`src/rtl/pe_simd_acc_if.sv`:
```
`default_nettype none
// ============================================================================
// Module      : pe_simd_acc_if
// Description : Beat interface of the precision-configurable PE. It groups the
//               input beat (valid, mode, precision, clear, a, b, c) and the
//               result (valid, out, sat).
//               master = array controller, slave = PE.
// Ports       : i_valid, i_mode[1:0], i_prec_mode, i_acc_clear,
//               i_a[ACT_WIDTH], i_b[WGT_WIDTH], i_c[PE_OUT_WIDTH]  -> PE
//               o_valid, o_out[PE_OUT_WIDTH], o_sat                <- PE
// Revision    : 1.0 - initial release
// ============================================================================
interface pe_simd_acc_if #(
  parameter int ACT_WIDTH    = 16,
  parameter int WGT_WIDTH    = 16,
  parameter int PE_OUT_WIDTH = 32
) ();
  logic                    i_valid;
  logic [1:0]              i_mode;
  logic                    i_prec_mode;
  logic                    i_acc_clear;
  logic [ACT_WIDTH-1:0]    i_a;
  logic [WGT_WIDTH-1:0]    i_b;
  logic [PE_OUT_WIDTH-1:0] i_c;
  logic                    o_valid;
  logic [PE_OUT_WIDTH-1:0] o_out;
  logic                    o_sat;

  modport master (
    output i_valid, i_mode, i_prec_mode, i_acc_clear, i_a, i_b, i_c,
    input  o_valid, o_out, o_sat
  );

  modport slave (
    input  i_valid, i_mode, i_prec_mode, i_acc_clear, i_a, i_b, i_c,
    output o_valid, o_out, o_sat
  );
endinterface
`default_nettype wire

```
`src/rtl/pe_simd_acc.sv`:
```
`default_nettype none
// ============================================================================
// Module      : pe_simd_acc
// Description : Precision-configurable processing element. Each beat issues
//               one signed multiply: either a full-width product or a LANES-way
//               packed dot product. The result is then combined as MULT, FMA
//               (+c) or ACC (local accumulator), and the output is saturated to
//               PE_OUT_WIDTH. The pipeline is product -> combine -> saturate, so
//               a beat captured at edge N is presented after edge N+2.
// Ports       : clk   - clock, rising edge
//               reset - synchronous, active-low
//               bus   - pe_simd_acc_if.slave (input beat and result)
// Revision    : 1.0 - initial release
// ============================================================================
module pe_simd_acc #(
  parameter int ACT_WIDTH    = 16,
  parameter int WGT_WIDTH    = 16,
  parameter int LANES        = 2,
  parameter int ACC_WIDTH    = 48,
  parameter int PE_OUT_WIDTH = 32
) (
  input  wire logic       clk,
  input  wire logic       reset,
  pe_simd_acc_if.slave    bus
);

  localparam int c_AL  = ACT_WIDTH / LANES;
  localparam int c_WL  = WGT_WIDTH / LANES;
  localparam int c_LPW = c_AL + c_WL;
  localparam int c_PW  = ACT_WIDTH + WGT_WIDTH;

  localparam logic [1:0] c_MODE_MULT = 2'd0;
  localparam logic [1:0] c_MODE_FMA  = 2'd1;
  localparam logic [1:0] c_MODE_ACC  = 2'd2;

  // ---------------- stage 1: product ----------------
  // Operands are sign-extended to the product width, so the low bits of an
  // unsigned multiply equal the signed product.
  logic [c_PW-1:0]      w_a_full;
  logic [c_PW-1:0]      w_b_full;
  logic [c_PW-1:0]      w_full;
  logic [ACC_WIDTH-1:0] w_lane_ext [LANES];
  logic [ACC_WIDTH-1:0] w_packed;
  logic [ACC_WIDTH-1:0] w_prod;
  logic [1:0]           w_mode_n;

  assign w_a_full = {{WGT_WIDTH{bus.i_a[ACT_WIDTH-1]}}, bus.i_a};
  assign w_b_full = {{ACT_WIDTH{bus.i_b[WGT_WIDTH-1]}}, bus.i_b};
  assign w_full   = w_a_full * w_b_full;

  generate
    for (genvar gi = 0; gi < LANES; gi++) begin : g_lane
      logic [c_LPW-1:0] w_la;
      logic [c_LPW-1:0] w_lb;
      logic [c_LPW-1:0] w_lp;
      assign w_la = {{c_WL{bus.i_a[gi*c_AL + c_AL - 1]}}, bus.i_a[gi*c_AL +: c_AL]};
      assign w_lb = {{c_AL{bus.i_b[gi*c_WL + c_WL - 1]}}, bus.i_b[gi*c_WL +: c_WL]};
      assign w_lp = w_la * w_lb;
      assign w_lane_ext[gi] = {{(ACC_WIDTH - c_LPW){w_lp[c_LPW-1]}}, w_lp};
    end
  endgenerate

  always_comb begin
    w_packed = '0;
    for (int i = 0; i < LANES; i++) begin
      w_packed = w_packed + w_lane_ext[i];
    end
  end

  assign w_prod   = bus.i_prec_mode ? w_packed
                                    : {{(ACC_WIDTH - c_PW){w_full[c_PW-1]}}, w_full};
  // The reserved encoding behaves as MULT, so normalise it once at the input.
  assign w_mode_n = (bus.i_mode == 2'd3) ? c_MODE_MULT : bus.i_mode;

  logic                    r_s1_valid;
  logic [1:0]              r_s1_mode;
  logic                    r_s1_clear;
  logic [PE_OUT_WIDTH-1:0] r_s1_c;
  logic [ACC_WIDTH-1:0]    r_s1_prod;

  // ---------------- stage 2: combine ----------------
  logic [ACC_WIDTH-1:0] r_acc;
  logic [ACC_WIDTH-1:0] w_sum;
  logic [ACC_WIDTH-1:0] w_c_ext;

  assign w_c_ext = {{(ACC_WIDTH - PE_OUT_WIDTH){r_s1_c[PE_OUT_WIDTH-1]}}, r_s1_c};

  always_comb begin
    w_sum = r_s1_prod;
    case (r_s1_mode)
      c_MODE_FMA: w_sum = r_s1_prod + w_c_ext;
      c_MODE_ACC: w_sum = (r_s1_clear ? '0 : r_acc) + r_s1_prod;
      default:    w_sum = r_s1_prod;
    endcase
  end

  logic                 r_s2_valid;
  logic [ACC_WIDTH-1:0] r_s2_sum;

  // ---------------- stage 3: saturate ----------------
  // The sum fits in PE_OUT_WIDTH exactly when all bits from the output sign
  // bit upward agree.
  logic [ACC_WIDTH-PE_OUT_WIDTH:0] w_hi;
  logic                            w_in_range;
  logic                            w_sign;
  logic [PE_OUT_WIDTH-1:0]         w_clip;

  assign w_hi       = r_s2_sum[ACC_WIDTH-1:PE_OUT_WIDTH-1];
  assign w_in_range = (&w_hi) | (~|w_hi);
  assign w_sign     = r_s2_sum[ACC_WIDTH-1];
  assign w_clip     = {w_sign, {(PE_OUT_WIDTH-1){~w_sign}}};

  logic                    r_out_valid;
  logic [PE_OUT_WIDTH-1:0] r_out;
  logic                    r_sat;

  always_ff @(posedge clk) begin
    if (!reset) begin
      r_s1_valid  <= 1'b0;
      r_s1_mode   <= c_MODE_MULT;
      r_s1_clear  <= 1'b0;
      r_s1_c      <= '0;
      r_s1_prod   <= '0;
      r_acc       <= '0;
      r_s2_valid  <= 1'b0;
      r_s2_sum    <= '0;
      r_out_valid <= 1'b0;
      r_out       <= '0;
      r_sat       <= 1'b0;
    end else begin
      r_s1_valid <= bus.i_valid;
      if (bus.i_valid) begin
        r_s1_mode  <= w_mode_n;
        r_s1_clear <= bus.i_acc_clear;
        r_s1_c     <= bus.i_c;
        r_s1_prod  <= w_prod;
      end

      // The accumulator is written here, one edge before the next beat's
      // combine, so back-to-back ACC beats chain without forwarding.
      r_s2_valid <= r_s1_valid;
      if (r_s1_valid) begin
        r_s2_sum <= w_sum;
        if (r_s1_mode == c_MODE_ACC) begin
          r_acc <= w_sum;
        end
      end

      // out/sat hold their value through bubbles.
      r_out_valid <= r_s2_valid;
      if (r_s2_valid) begin
        r_out <= w_in_range ? r_s2_sum[PE_OUT_WIDTH-1:0] : w_clip;
        r_sat <= ~w_in_range;
      end
    end
  end

  assign bus.o_valid = r_out_valid;
  assign bus.o_out   = r_out;
  assign bus.o_sat   = r_sat;

endmodule
`default_nettype wire

```
`src/flat_wrapper.sv`:
```
// flat-port wrapper written by rule: the top's interface ports become plain ports
module pe_simd_acc_flat 
#(
  parameter int ACT_WIDTH    = 16,
  parameter int WGT_WIDTH    = 16,
  parameter int LANES        = 2,
  parameter int ACC_WIDTH    = 48,
  parameter int PE_OUT_WIDTH = 32
)
  (clk, reset, bus_i_valid, bus_i_mode, bus_i_prec_mode, bus_i_acc_clear, bus_i_a, bus_i_b, bus_i_c, bus_o_valid, bus_o_out, bus_o_sat);
  pe_simd_acc_if #(.ACT_WIDTH(ACT_WIDTH), .WGT_WIDTH(WGT_WIDTH), .PE_OUT_WIDTH(PE_OUT_WIDTH)) bus_i ();
  input  wire logic clk;
  input  wire logic reset;
  input wire logic [$bits(bus_i.i_valid)-1:0] bus_i_valid;
  input wire logic [$bits(bus_i.i_mode)-1:0] bus_i_mode;
  input wire logic [$bits(bus_i.i_prec_mode)-1:0] bus_i_prec_mode;
  input wire logic [$bits(bus_i.i_acc_clear)-1:0] bus_i_acc_clear;
  input wire logic [$bits(bus_i.i_a)-1:0] bus_i_a;
  input wire logic [$bits(bus_i.i_b)-1:0] bus_i_b;
  input wire logic [$bits(bus_i.i_c)-1:0] bus_i_c;
  output wire logic [$bits(bus_i.o_valid)-1:0] bus_o_valid;
  output wire logic [$bits(bus_i.o_out)-1:0] bus_o_out;
  output wire logic [$bits(bus_i.o_sat)-1:0] bus_o_sat;
  assign bus_i.i_valid = bus_i_valid;
  assign bus_i.i_mode = bus_i_mode;
  assign bus_i.i_prec_mode = bus_i_prec_mode;
  assign bus_i.i_acc_clear = bus_i_acc_clear;
  assign bus_i.i_a = bus_i_a;
  assign bus_i.i_b = bus_i_b;
  assign bus_i.i_c = bus_i_c;
  assign bus_o_valid = bus_i.o_valid;
  assign bus_o_out = bus_i.o_out;
  assign bus_o_sat = bus_i.o_sat;
  pe_simd_acc #(.ACT_WIDTH(ACT_WIDTH), .WGT_WIDTH(WGT_WIDTH), .LANES(LANES), .ACC_WIDTH(ACC_WIDTH), .PE_OUT_WIDTH(PE_OUT_WIDTH)) u_core (.clk(clk), .reset(reset), .bus(bus_i));
endmodule
```
`config.mk`:
```
export PLATFORM = sky130hd
export DESIGN_NAME = pe_simd_acc_flat
export DESIGN_NICKNAME = d
export VERILOG_FILES = /design/src/rtl/pe_simd_acc_if.sv /design/src/rtl/pe_simd_acc.sv /design/src/flat_wrapper.sv
export SDC_FILE = /design/constraint.sdc
export NUM_CORES = 2
export LEC_CHECK = 0
export CAP_MARGIN = 20
export CORE_ASPECT_RATIO = 0.5
export CORE_UTILIZATION = 50
export CTS_CLUSTER_SIZE = 40
export DETAILED_ROUTE_END_ITERATION = 10
export PLACE_DENSITY = 0.73
export RECOVER_POWER = 50
export SETUP_SLACK_MARGIN = 0.1
export SLEW_MARGIN = 30
export SYNTH_ARGS = -nofsm -noshare
export SYNTH_HDL_FRONTEND = slang
export SYNTH_SLANG_ARGS = --single-unit
```
`constraint.sdc`:
```
create_clock -name clk -period 6.86 [get_ports clk]
set_input_delay 1.029 -clock clk [delete_from_list [all_inputs] [get_ports clk]]
set_output_delay 1.029 -clock clk [all_outputs]
set_load 0.05 [all_outputs]
```
==> results_dict.tcl <==
set metrics [dict create \
    cpPeakStageDelay_ps 570 \
    cts_sinks 199 \
    cts-root-buf "clkbuf_16" \
    clk_pin_slew_worst_paths_ps 90 \
    syn_avg_cell_area_um2 8.60 \
    violations "capacitance limit, slew limit" \
    slowest_stage "fa_2" \
    yosys_register_bits 199 \
    ctsHoldBuffers 0 \
    areaGrowthSynthToFinish_pct 20.3 \
    path_cells "clkdlybuf4s50_1 -> buf_12 -> nand2_1 -> fa_1 -> fa_1 -> inv_2 -> fa_2 -> fa_2 -> fa_1 -> inv_1 -> fa_1 -> inv_2 -> ha_4 -> a21o_1 -> a31oi_4 -> o22ai_2 -> nor2_2 -> o21ai_2 -> a21oi_2 -> o21bai_1 -> or4b_1 -> a32o_1" \
    critPathKind "primary input to flop" \
    drc 0 \
    dr.pass1.iters 6 \
    regArea_um2 3990 \
    rsz0062_at_grt "false" \
    ys_types 80 \
    end_kind "flop" \
    antenna_cells 0 \
    avgRoutedWirePerCell_um 18.6 \
    crit_arrival_ps 6980 \
    h-tree-depth 4 \
    cts_tree "done" \
    gp_congestion 0.952 \
    fmax_mhz 151 \
    yosysSeqAreaShare_pct 16.1 \
    wl_mm 71.1 \
    crit_fanout 16 \
    antenna_found_initial 1 \
    netlist_instances 2878 \
    dpl.hpwl_mm 56.6 \
    hold_viol 0 \
    antenna_left 0 \
    multi_input_area_um2 18500 \
    fp.dieH_um 159 \
    ios 105 \
    grt_pass1_vias 21070 \
    setup_viol 0 \
    fin_crit_ps 6630 \
    holdCritPathClass "flop to flop" \
    layout.nets 3782 \
    period_share_pct 96.6 \
    dr_total_vias 20898 \
    critPathBufInv 5 \
    postSynth.asyncResetShare_pct 0 \
    grt_util_all_layers_pct 28.0 \
    slew_violations 201 \
    crit_top_cell "fa_1" \
    yosysWarnings 0 \
    worst_path_dominant_cell_family "adder cells" \
    utilization_pct 61.1 \
    floorplan.rows 57 \
    clock-skew-final_ps 19.0 \
    post_drt_via_cell_ratio 5.46 \
    dieArea_um2 50400 \
    numCtsBuffers 17 \
    syn_area_um2 24700 \
    critPathLaunchType "primary input" \
    core_um2 48700 \
    yosys_most_used_dff "dfxtp_1" \
    max_slew_margin_pct -121 \
    port-buffer-count 104 \
    initial_core_util_pct 50.8 \
    clockBufferDepth 2 \
    status "finished, violations left" \
    drive_above_1_share_pct 14.8 \
    grt_max_degree 90 \
    die_w_um 317 \
    overflow 0 \
    first_iter_violations 1813 \
    crit_required_ps 7210 \
    grt_pass1_wl_mm 112 \
    fill_cells 4109 \
    clk_latency_ps 450 \
    synth-edff-count 0 \
    maxCapViolations 4 \
    syn-num-nets 3493 \
    tightest_slew_ps 3320 \
]
final timing paths:
path | from | to | slack, ps | cells past startpoint
worst min-delay path | u_core.r_acc[30]$_SDFFE_PN0P_ | u_core.r_acc[30]$_SDFFE_PN0P_ | 460 | 2
worst min register to register | u_core.r_acc[30]$_SDFFE_PN0P_ | u_core.r_acc[30]$_SDFFE_PN0P_ | 460 | 2
worst max register to register | u_core.r_s1_mode[0]$_SDFFE_PN0P_ | u_core.r_s2_sum[24]$_SDFFE_PN0P_ | 2470 | 17
worst max-delay path | bus_i_b[14] | u_core.r_s1_prod[30]$_SDFFE_PN0P_ | 230 | 22
stage by stage:
stage                     hold slack (ps)  TNS, ps  instance area, um^2  cells  worst slack, ps
after floorplan                       437        0                24700   2878              120
after global placement                442    -8430                28300   3756             -658
after detailed placement              452   -10780                28300   3756             -693
after CTS                             462        0                29100   3799              101
after global routing                  491        0                29800   3829             46.7
final                                 460        0                29800   3829              235
worst min-delay path, cell delays in order (launching register included):
cell	delay [ps]
dfxtp_1	310
nand2_1	50
a21oi_1	50
cell families after synthesis:
logic type,count (synthesis),share of synthesized area [%]
buffers and inverters,682,10.4
and+or+nand+nor,676,13.7
AOI/OAI and AO/OA,633,15.8
adders and majority gates,544,38.7
DFF,199,16.1
xor gates and xnor gates,93,3.29
muxes,51,2.06
cells in the mapped netlist, drive strengths merged, types with 6 or more instances:
cell type,n,share of area [%]
xor2,30,1.1
nand3b,34,1.0
nand2b,34,0.86
clkbuf,120,1.8
a211oi,53,1.6
xnor2,63,2.2
and2,137,3.5
mux2i,51,2.1
buf,29,0.50
nand3,21,0.45
ha,175,8.9
o221a,8,0.36
a21oi,232,4.7
o21ai,180,3.7
or2,6,0.15
o21bai,17,0.53
nor2,178,2.7
nor3,18,0.38
a31oi,10,0.28
o211a,8,0.32
a21o,61,1.9
dfxtp,199,16
nand2,184,2.8
fa,369,30
inv,533,8.1
nand4,22,0.56
nor2b,15,0.38
o211ai,14,0.45
sequential cells by signal, indices dropped and copies added, names as in the netlist:
signal,flops
u_core.r_s2_sum,48
u_core.bus.o_sat,1
u_core.r_s1_valid,1
u_core.r_s1_prod,32
u_core.r_s1_mode,2
u_core.r_s2_valid,1
u_core.bus.o_valid,1
u_core.bus.o_out,32
u_core.r_s1_clear,1
u_core.r_acc,48
u_core.r_s1_c,32
routing by layer:
metal	global-route usage, %	share of wire, %	wire length [um]	vias to the layer above
met4	9.05	3.6	2590	2
li1	-	-	-	9817
met2	45.6	46	33000	750
met5	0	0.0099	7	-
met1	38.8	43	30500	10171
met3	3.59	7.1	5010	158
placed cells by master, fill, tap and decap left out, types with 41 or more instances in the layout:
master / synthesis / routed
nor2_1: 178 / 171
xnor2_1: 63 / 62
and2_1: 136 / 128
dfxtp_1: 199 / 196
a21o_1: 61 / 61
o21ai_0: 169 / 164
nand2_1: 184 / 176
mux2i_1: 51 / 51
fa_1: 369 / 346
buf_4: 1 / 264
clkdlybuf4s50_1: 0 / 41
a21oi_1: 230 / 222
inv_1: 533 / 523
a211oi_1: 51 / 49
ha_1: 175 / 166
final cells by class:
type                            instances  share of cell area [%]
Multi-Input combinational cell       1997                    62.3
Timing Repair Buffer                  419                    12.8
Clock inverter                         14                   0.572
Clock buffer                           18                    1.44
Sequential cell                       199                    13.4
Tap cell                              649                    2.73
Inverter                              533                    6.74
what timing repair did:
item	4_1_cts	5_1_grt
resized for setup	42	112
endpoints found under the setup margin	17	18
buffers inserted	10	25
cloned	1	6
pin swaps	12	63
Power is not shown: default switching activity piles up to over one toggle a cycle in this logic, so the estimate is an artifact.
